===== src/rtl/mdu_if.sv =====
// Port bundle between the execute stage and mul_div_unit.
// Handshake: the pipeline holds start (with op/a/b stable) high while busy is
// high; the result is delivered with a one-cycle hilo_we strobe. Once that
// strobe has fired and busy is low, the pipeline advances on the next edge.
// fsm_state exposes the unit's FSM state for observation.
interface mdu_if #(
    parameter int WIDTH = 32
) ();
    logic             start;
    logic [1:0]       op;
    logic [WIDTH-1:0] a;
    logic [WIDTH-1:0] b;
    logic             cancel;
    logic             busy;
    logic             hilo_we;
    logic [WIDTH-1:0] hi;
    logic [WIDTH-1:0] lo;
    logic [1:0]       fsm_state;

    modport master (
        output start, op, a, b, cancel,
        input  busy, hilo_we, hi, lo, fsm_state
    );

    modport slave (
        input  start, op, a, b, cancel,
        output busy, hilo_we, hi, lo, fsm_state
    );
endinterface


===== src/rtl/mul_div_unit.sv =====
// Multi-cycle MULT/MULTU/DIV/DIVU unit for the execute stage.
// Iterative shift-add multiply and restoring radix-2 divide, one bit per cycle.
// Optional macro MDU_FAST_MUL_EN: multiplies complete combinationally in the
// acceptance cycle using an array multiply; divides are unaffected.
module mul_div_unit #(
    parameter int WIDTH = 32
) (
    input logic  clk,
    input logic  rst,
    mdu_if.slave bus
);
    localparam int CW = $clog2(WIDTH);

    typedef enum logic [1:0] {IDLE = 2'd0, BUSY = 2'd1, DONE = 2'd2} state_t;

    state_t           state, state_next;
    logic [CW-1:0]    count;
    logic [WIDTH-1:0] acc;      // partial remainder / product high half
    logic [WIDTH-1:0] q;        // dividend->quotient / multiplier->product low half
    logic [WIDTH-1:0] m;        // divisor or multiplicand magnitude
    logic [WIDTH-1:0] a_saved;  // raw dividend, returned in hi on divide by zero
    logic             is_div, neg_lo, neg_hi, div_zero;
    logic [WIDTH-1:0] hi_q, lo_q;
    logic [WIDTH-1:0] hi_out, lo_out, res_hi, res_lo;
    logic             we_out;

    logic             accept, fast_go, iter_accept;
    logic             is_signed, a_neg, b_neg;
    logic [WIDTH:0]   div_shift, div_diff, mul_sum;
    logic [2*WIDTH-1:0] prod_raw, prod_fix;

    assign accept      = (state == IDLE) && bus.start && !bus.cancel;
`ifdef MDU_FAST_MUL_EN
    logic [2*WIDTH-1:0] fast_ax, fast_bx, fast_prod;
    assign fast_go   = accept && !bus.op[1];
    // Sign-extend to 2*WIDTH so one unsigned multiply serves both MULT and MULTU.
    assign fast_ax   = {{WIDTH{bus.a[WIDTH-1] & ~bus.op[0]}}, bus.a};
    assign fast_bx   = {{WIDTH{bus.b[WIDTH-1] & ~bus.op[0]}}, bus.b};
    assign fast_prod = fast_ax * fast_bx;
`else
    assign fast_go   = 1'b0;
`endif
    assign iter_accept = accept && !fast_go;

    assign is_signed = !bus.op[0];
    assign a_neg     = is_signed && bus.a[WIDTH-1];
    assign b_neg     = is_signed && bus.b[WIDTH-1];

    // One restoring-divide step and one shift-add multiply step.
    assign div_shift = {acc, q[WIDTH-1]};
    assign div_diff  = div_shift - {1'b0, m};
    assign mul_sum   = {1'b0, acc} + {1'b0, (q[0] ? m : {WIDTH{1'b0}})};

    assign prod_raw  = {acc, q};
    assign prod_fix  = neg_lo ? -prod_raw : prod_raw;

    // Final sign correction and divide-by-zero override, valid in DONE.
    always_comb begin
        res_hi = prod_fix[2*WIDTH-1:WIDTH];
        res_lo = prod_fix[WIDTH-1:0];
        if (is_div) begin
            if (div_zero) begin
                res_hi = a_saved;
                res_lo = {WIDTH{1'b1}};
            end else begin
                res_hi = neg_hi ? -acc : acc;
                res_lo = neg_lo ? -q : q;
            end
        end
    end

    // FSM state register.
    always_ff @(posedge clk or posedge rst) begin
        if (rst) state <= IDLE;
        else     state <= state_next;
    end

    // FSM next state; DONE always returns to IDLE so a held start is not re-taken.
    always_comb begin
        state_next = state;
        case (state)
            IDLE: if (iter_accept) state_next = BUSY;
            BUSY: begin
                if (bus.cancel)                     state_next = IDLE;
                else if (count == CW'(WIDTH - 1))   state_next = DONE;
            end
            DONE:    state_next = IDLE;
            default: state_next = IDLE;
        endcase
    end

    // Operand capture on acceptance, then one iteration per BUSY cycle.
    always_ff @(posedge clk or posedge rst) begin
        if (rst) begin
            count    <= '0;
            acc      <= '0;
            q        <= '0;
            m        <= '0;
            a_saved  <= '0;
            is_div   <= 1'b0;
            neg_lo   <= 1'b0;
            neg_hi   <= 1'b0;
            div_zero <= 1'b0;
        end else if (state == IDLE) begin
            if (iter_accept) begin
                count    <= '0;
                acc      <= '0;
                q        <= a_neg ? -bus.a : bus.a;
                m        <= b_neg ? -bus.b : bus.b;
                a_saved  <= bus.a;
                is_div   <= bus.op[1];
                neg_lo   <= a_neg ^ b_neg;
                neg_hi   <= bus.op[1] ? a_neg : (a_neg ^ b_neg);
                div_zero <= bus.op[1] && (bus.b == '0);
            end
        end else if (state == BUSY) begin
            count <= count + 1'b1;
            if (is_div) begin
                if (!div_diff[WIDTH]) begin
                    acc <= div_diff[WIDTH-1:0];
                    q   <= {q[WIDTH-2:0], 1'b1};
                end else begin
                    acc <= div_shift[WIDTH-1:0];
                    q   <= {q[WIDTH-2:0], 1'b0};
                end
            end else begin
                acc <= mul_sum[WIDTH:1];
                q   <= {mul_sum[0], q[WIDTH-1:1]};
            end
        end
    end

    // Output mux: result in DONE (or fast multiply), held registers otherwise.
    always_comb begin
        we_out = 1'b0;
        hi_out = hi_q;
        lo_out = lo_q;
        if (state == DONE) begin
            we_out = 1'b1;
            hi_out = res_hi;
            lo_out = res_lo;
        end
`ifdef MDU_FAST_MUL_EN
        if (fast_go) begin
            we_out = 1'b1;
            hi_out = fast_prod[2*WIDTH-1:WIDTH];
            lo_out = fast_prod[WIDTH-1:0];
        end
`endif
    end

    // Hold registers keep the last written result.
    always_ff @(posedge clk or posedge rst) begin
        if (rst) begin
            hi_q <= '0;
            lo_q <= '0;
        end else if (we_out) begin
            hi_q <= hi_out;
            lo_q <= lo_out;
        end
    end

    assign bus.busy      = iter_accept || (state == BUSY);
    assign bus.hilo_we   = we_out;
    assign bus.hi        = hi_out;
    assign bus.lo        = lo_out;
    assign bus.fsm_state = state;
endmodule


===== src/flat_wrapper.sv =====
// flat-port wrapper written by rule: the top's interface ports become plain ports
module mul_div_unit_flat 
#(
    parameter int WIDTH = 32
)
  (clk, rst, bus_start, bus_op, bus_a, bus_b, bus_cancel, bus_busy, bus_hilo_we, bus_hi, bus_lo, bus_fsm_state);
  mdu_if #(.WIDTH(WIDTH)) bus_i ();
  input logic clk;
  input logic rst;
  input wire logic [$bits(bus_i.start)-1:0] bus_start;
  input wire logic [$bits(bus_i.op)-1:0] bus_op;
  input wire logic [$bits(bus_i.a)-1:0] bus_a;
  input wire logic [$bits(bus_i.b)-1:0] bus_b;
  input wire logic [$bits(bus_i.cancel)-1:0] bus_cancel;
  output wire logic [$bits(bus_i.busy)-1:0] bus_busy;
  output wire logic [$bits(bus_i.hilo_we)-1:0] bus_hilo_we;
  output wire logic [$bits(bus_i.hi)-1:0] bus_hi;
  output wire logic [$bits(bus_i.lo)-1:0] bus_lo;
  output wire logic [$bits(bus_i.fsm_state)-1:0] bus_fsm_state;
  assign bus_i.start = bus_start;
  assign bus_i.op = bus_op;
  assign bus_i.a = bus_a;
  assign bus_i.b = bus_b;
  assign bus_i.cancel = bus_cancel;
  assign bus_busy = bus_i.busy;
  assign bus_hilo_we = bus_i.hilo_we;
  assign bus_hi = bus_i.hi;
  assign bus_lo = bus_i.lo;
  assign bus_fsm_state = bus_i.fsm_state;
  mul_div_unit #(.WIDTH(WIDTH)) u_core (.clk(clk), .rst(rst), .bus(bus_i));
endmodule

===== config.mk =====
export PLATFORM = sky130hd
export DESIGN_NAME = mul_div_unit_flat
export DESIGN_NICKNAME = d
export VERILOG_FILES = /design/src/rtl/mdu_if.sv /design/src/rtl/mul_div_unit.sv /design/src/flat_wrapper.sv
export SDC_FILE = /design/constraint.sdc
export NUM_CORES = 1
export LEC_CHECK = 0
export BUFFER_PORTS_ARGS = -buffer_cell sky130_fd_sc_hd__buf_4
export CAP_MARGIN = 20
export CORE_MARGIN = 2
export CORE_UTILIZATION = 65
export DETAILED_ROUTE_END_ITERATION = 16
export GPL_TIMING_DRIVEN = 0
export MAX_ROUTING_LAYER = met4
export PLACE_DENSITY = 0.86
export SYNTH_ARGS = -nofsm -noshare
export SYNTH_HDL_FRONTEND = slang
export SYNTH_SLANG_ARGS = --single-unit

===== constraint.sdc =====
create_clock -name clk -period 17.8 [get_ports clk]
set_input_delay 4.45 -clock clk [delete_from_list [all_inputs] [get_ports clk]]
set_output_delay 4.45 -clock clk [all_outputs]
set_load 0.02 [all_outputs]

* After elaboration in Yosys (flattened, before gate mapping)
Cells that the tools add are included.
** Operators by class
- $add $sub $neg :: 8
- Equal/unequal tests :: 5
- Muxes and demuxes :: 31
- Bitwise operators :: 1
- Reduce and logical (&&, ||, !) cells :: 14
** Operators by type and width (count)
- two-way mux 32 bit :: 20
- negator 32 bit :: 4
- two-way mux 64 bit :: 1
- negator 64 bit :: 1
- adder 32 x 32 -> 33 bit :: 1
- subtractor 33 x 32 -> 33 bit :: 1
- logical NOT 32 bit :: 1
- two-way mux 5 bit :: 3
- two-way mux 2 bit :: 3
- AND reduction 2 bit :: 3
- adder 5 x 1 -> 5 bit (second input constant) :: 1
- == test 5 bit (second input constant) :: 1
- logical AND 1 bit :: 5
- case mux 2 bit (2 select lines) :: 1
- two-way mux 1 bit :: 3
- != test 3 x 2 -> 1 bit (second input constant) :: 1
- == test 2 x 1 -> 1 bit (second input constant) :: 1
- == test 2 bit (second input constant) :: 1
- logical NOT 1 bit :: 2
- logical NOT 2 bit :: 1
- != test 2 x 1 -> 1 bit (second input constant) :: 1
- nonzero test 2 bit :: 1
- logical OR 1 bit :: 1
- bitwise XOR 1 bit :: 1
** Word-level totals
- Register bits after elaboration :: 203
- Output and inout bits :: 68

* Depth between registers and ports, before layout
- Depth in word-level cells :: 5
- Mapped depth :: 15
- Gate-level depth less buffers :: 14

* Worst setup path after synthesis
No wires, ideal clock.
- Path kind :: input port to output port
- Start :: in bus_cancel
- End :: out bus_busy
- Arrival :: 5.337 ns
- Required time :: 13.350 ns
- Setup slack :: 8.013 ns
- Cell stages on the path :: 3
- Buffers on the path :: 0
- Cells stage by stage :: nor4b_1 > nor2_1 > inv_1
** On the way
- Cells in the longest elaborated chain, start to end :: 3
** RTL lines
- start, declared :: line flat_wrapper.sv:14 : input wire logic [$bits(bus_i.cancel)-1:0] bus_cancel;
- logical NOT 1 bit :: line mul_div_unit.sv:32 : assign accept = (state == IDLE) && bus.start && !bus.cancel;
- logical AND 1 bit :: line mul_div_unit.sv:32
- logical OR 1 bit :: line mul_div_unit.sv:163 : assign bus.busy = iter_accept || (state == BUSY);
- end, declared :: line flat_wrapper.sv:15 : output wire logic [$bits(bus_i.busy)-1:0] bus_busy;
Every way passes these cells.

* Worst setup path in the final report
Ends and elaborated chain as after synthesis.

==> results.sh <==
export IMPL_maxSlewHeadroom_pct=33.6
export IMPL_r2r_slack_ps=12740
export IMPL_path_buf_inv=3
export IMPL_cts_resized=0
export IMPL_clock_sinks=203
export IMPL_start_kind="input pin"
export IMPL_synth_mux_area_share_pct=4.18
export IMPL_crit_start="bus_cancel"
export IMPL_synth_fp_nets=2205
export IMPL_r2r_start="u_core.q[31]$_DFFE_PP0P_"
export IMPL_die_w_um=161
export IMPL_ys_types=75
export IMPL_fin_nets=2372
export IMPL_synth_flop_cell="dfrtp_1"
export IMPL_crit_cells=5
export IMPL_slowest_delay_ps=590
export IMPL_slew_viol_final=0
export IMPL_drt_initial_drc_count=2378
export IMPL_period_needed_ps=10180
export IMPL_synth_top_area_share_pct=31.6
export IMPL_num_antenna_cells=0
export IMPL_ir_drop_uv=89.2
export IMPL_synth_top_family_by_area="compound AO/OA/AOI/OAI gates"
export IMPL_hold_viol_final=0
export IMPL_clockBufferDepth=3
export IMPL_post_place_cells=2528
export IMPL_powerDensity_mw_per_mm2=145
export IMPL_finalSetupTns_ps=0
export IMPL_crit_slowest_cell="nor4b_1"
export IMPL_fin_area_mm2=0.0184
export IMPL_io_pins=138
export IMPL_endpoint="bus_busy"
export IMPL_syn_cell_area_mm2=0.0161
export IMPL_crit_family="simple AND/OR/NAND/NOR gates"
export IMPL_antenna_found_initial=0
export IMPL_first_pass_iters=7
export IMPL_start_util_pct=66.2
export IMPL_finalSetupViolCount=0
export IMPL_clkLatencyLatePin_ps=540
export IMPL_async_flop_share_pct=100
export IMPL_finalCritPeriodShare_pct=57.2
export IMPL_routed_via_count=16800
export IMPL_clk_pin_slew_ps=60
export IMPL_port_buffers=137
export IMPL_core_area_mm2=0.0243
export IMPL_cts_root_buf="clkbuf_16"
export IMPL_drv_cap=0
export IMPL_grt_ovfl_total=0
export IMPL_viasPerCell=6.53
export IMPL_hpwl_mm=41.5
export IMPL_synth_warnings=0
export IMPL_crit_top_cell="buf_4"
export IMPL_cts_buffers_inserted=24
export IMPL_ys_seq_area_share_pct=31.6
export IMPL_avgSynthCellArea_um2=7.80
export IMPL_synth_area_leaders="dfrtp_1 32%, nand2_1 7.4%, o21ai_0 7.0%"
export IMPL_placed_cell_area_mm2=0.0176
export IMPL_tightest_slew_ps=996
export IMPL_synthSimpleGateAreaFrac_pct=19.0
export IMPL_grt_pass1_wl_mm=85.4
export IMPL_antenna_left=0
export IMPL_crit_type="input pin to output pin"
export IMPL_arrival_ps=5730
export IMPL_required_ps=13350
export IMPL_cts_setup_buffers=0
export IMPL_grt_pass1_vias=15986
export IMPL_synth_edff_count=0
export IMPL_htree_levels=1
export IMPL_ys_seq_elements=203
export IMPL_crit_fanout=5
export IMPL_die_y_um=161
export IMPL_rsz0062_at_grt="no"
export IMPL_drc_errors=0
export IMPL_p_leak_nw=8.26
export IMPL_yosys_area_share_xor_xnor_pct=10.2
export IMPL_r2r_end="u_core.acc[8]$_DFFE_PP0P_"
export IMPL_globalRouteTotalUtil_pct=42.4
export IMPL_die_area_mm2=0.0260
export IMPL_row_count=57
export IMPL_rr_worst_depth=15
export IMPL_synthAdderAreaFrac_pct=5.69
export IMPL_hp_class="flop to flop"
export IMPL_power_mw=2.67
export IMPL_wl_mm=54.3
export IMPL_timing_fmax_mhz=98.2
export IMPL_status="complete, no violations"
export IMPL_min_from="u_core.hi_q[10]$_DFFE_PP0P_"
export IMPL_endpoint_kind="output pin"
export IMPL_synthCells=2063
export IMPL_grt_start_max_net_pins=129
export IMPL_fillers=1866
export IMPL_area_growth_pct=14.6
export IMPL_layout_drive_gt1_share_pct=9.88
export IMPL_gp_congestion=1.07
export IMPL_path_cells="buf_4 -> nor4b_1 -> nor2_1 -> inv_1 -> buf_4"
export IMPL_postCtsHoldBufs=0
export IMPL_skew_ps=12.2
export IMPL_routedWlPerCell_um=21.1
export IMPL_tritoncts="done"
export IMPL_instances_no_fill=2572
export IMPL_yosys_area_top_type="dfrtp_1"
export IMPL_synth_compound_area_share_pct=24.7
[power by group]
| group | leakage, nW | internal, mW | total [mW] | switching, mW |
|---|---|---|---|---|
| Combinational | 5.23 | 0.555 | 1.45 | 0.899 |
| Clock | 0.409 | 0.327 | 0.540 | 0.213 |
| Sequential | 2.62 | 0.553 | 0.679 | 0.126 |
| Total | 8.26 | 1.44 | 2.67 | 1.24 |
[cells in the final DEF (no fill, tap or decap), types with 66 or more instances in the layout]
| cell type | n |
|---|---|
| ha_1 | 70 |
| o21ai_0 | 226 |
| clkbuf_1 | 109 |
| dfrtp_1 | 203 |
| xor2_1 | 92 |
| buf_4 | 138 |
| nor2_1 | 173 |
| mux2i_1 | 66 |
| a21oi_1 | 181 |
| xnor2_1 | 96 |
| nand2_1 | 316 |
[through the flow]
step           setup WS, ps  util, %  hold slack, ps
3_3_place_gp           5590     72.0             450
2_1_floorplan          7810        -             439
5_1_grt                7550     75.8             492
3_5_place_dp           7660     72.3             460
4_1_cts                7650     75.8             473
6_report               7620     75.8             471
[state kept, by name, indices dropped and copies added, names as in the netlist]
name / flops
u_core.m: 32
u_core.count: 5
u_core.q: 32
u_core.acc: 32
u_core.is_div: 1
u_core.div_zero: 1
u_core.neg_lo: 1
u_core.neg_hi: 1
u_core.a_saved: 32
u_core.lo_q: 32
u_core.bus.fsm_state: 2
u_core.hi_q: 32
[worst reg2reg max path: cells and delay by family, from the launching register on]
kind / cells / cell delay [ps]
and+or+nand+nor: 1 / 170
buffers and inverters: 3 / 1040
DFF: 1 / 420
AOI/OAI and AO/OA: 9 / 2680
adders and majority gates: 2 / 660
[worst min-delay path by stage]
stage	slack, ps	endpoint	depth (start not counted)
floorplan	440	u_core.hi_q[0]$_DFFE_PP0P_	2
CTS	470	u_core.hi_q[10]$_DFFE_PP0P_	2
global placement	450	u_core.hi_q[24]$_DFFE_PP0P_	2
global route	490	u_core.a_saved[15]$_DFFE_PP0P_	2
detailed placement	460	u_core.hi_q[10]$_DFFE_PP0P_	2
finish	470	u_core.hi_q[10]$_DFFE_PP0P_	2
[area by class of cell]
cell class,count,area [µm²],share of cell area (%)
clock buffer,30,674,3.66
buffer,128,499,2.71
timing repair buffer,141,1080,5.84
clock inverter,14,186,1.01
sequential,203,5080,27.6
tap,324,405,2.20
multi-input combinational,1666,10300,55.7
inverter,66,255,1.38
[metal layers]
layer  track usage [%]  wire length [µm]  vias up
met1              53.5             21100     7910
met2              68.2             25200     1029
met3              5.11              4760      226
met5                 -                 0        -
met4              20.7              3200        0
li1                  -                 -     7635
[synth_stat cells, types with 7 or more instances]
cell type and instances:
nand4_1 12, a21o_1 35, nor2_1 173, o31ai_1 30, inv_1 63, clkbuf_1 107
nand2_1 316, o21ai_0 226, or4_1 13, a22oi_1 18, a21oi_1 181, or3_1 24
dfrtp_1 203, o41ai_1 14, o221ai_1 8, a211oi_1 7, mux2i_1 66, and3_1 9
o211ai_1 16, o21ai_1 33, a31oi_1 12, nor4_1 14, o21a_1 13, xnor2_1 96
nand3_1 17, ha_1 70, a21boi_0 7, nor3_1 30, buf_1 13, nor2b_1 15
xor2_1 92, nand2b_1 15, or2_2 10
[cell families after synthesis]
logic type | Yosys count
AOI/OAI and AO/OA | 661
xor gates and xnor gates | 188
adders and majority gates | 72
buffers and inverters | 194
DFF | 203
muxes | 67
and+or+nand+nor | 678
No activity file was read; power rests on OpenSTA's default activity.
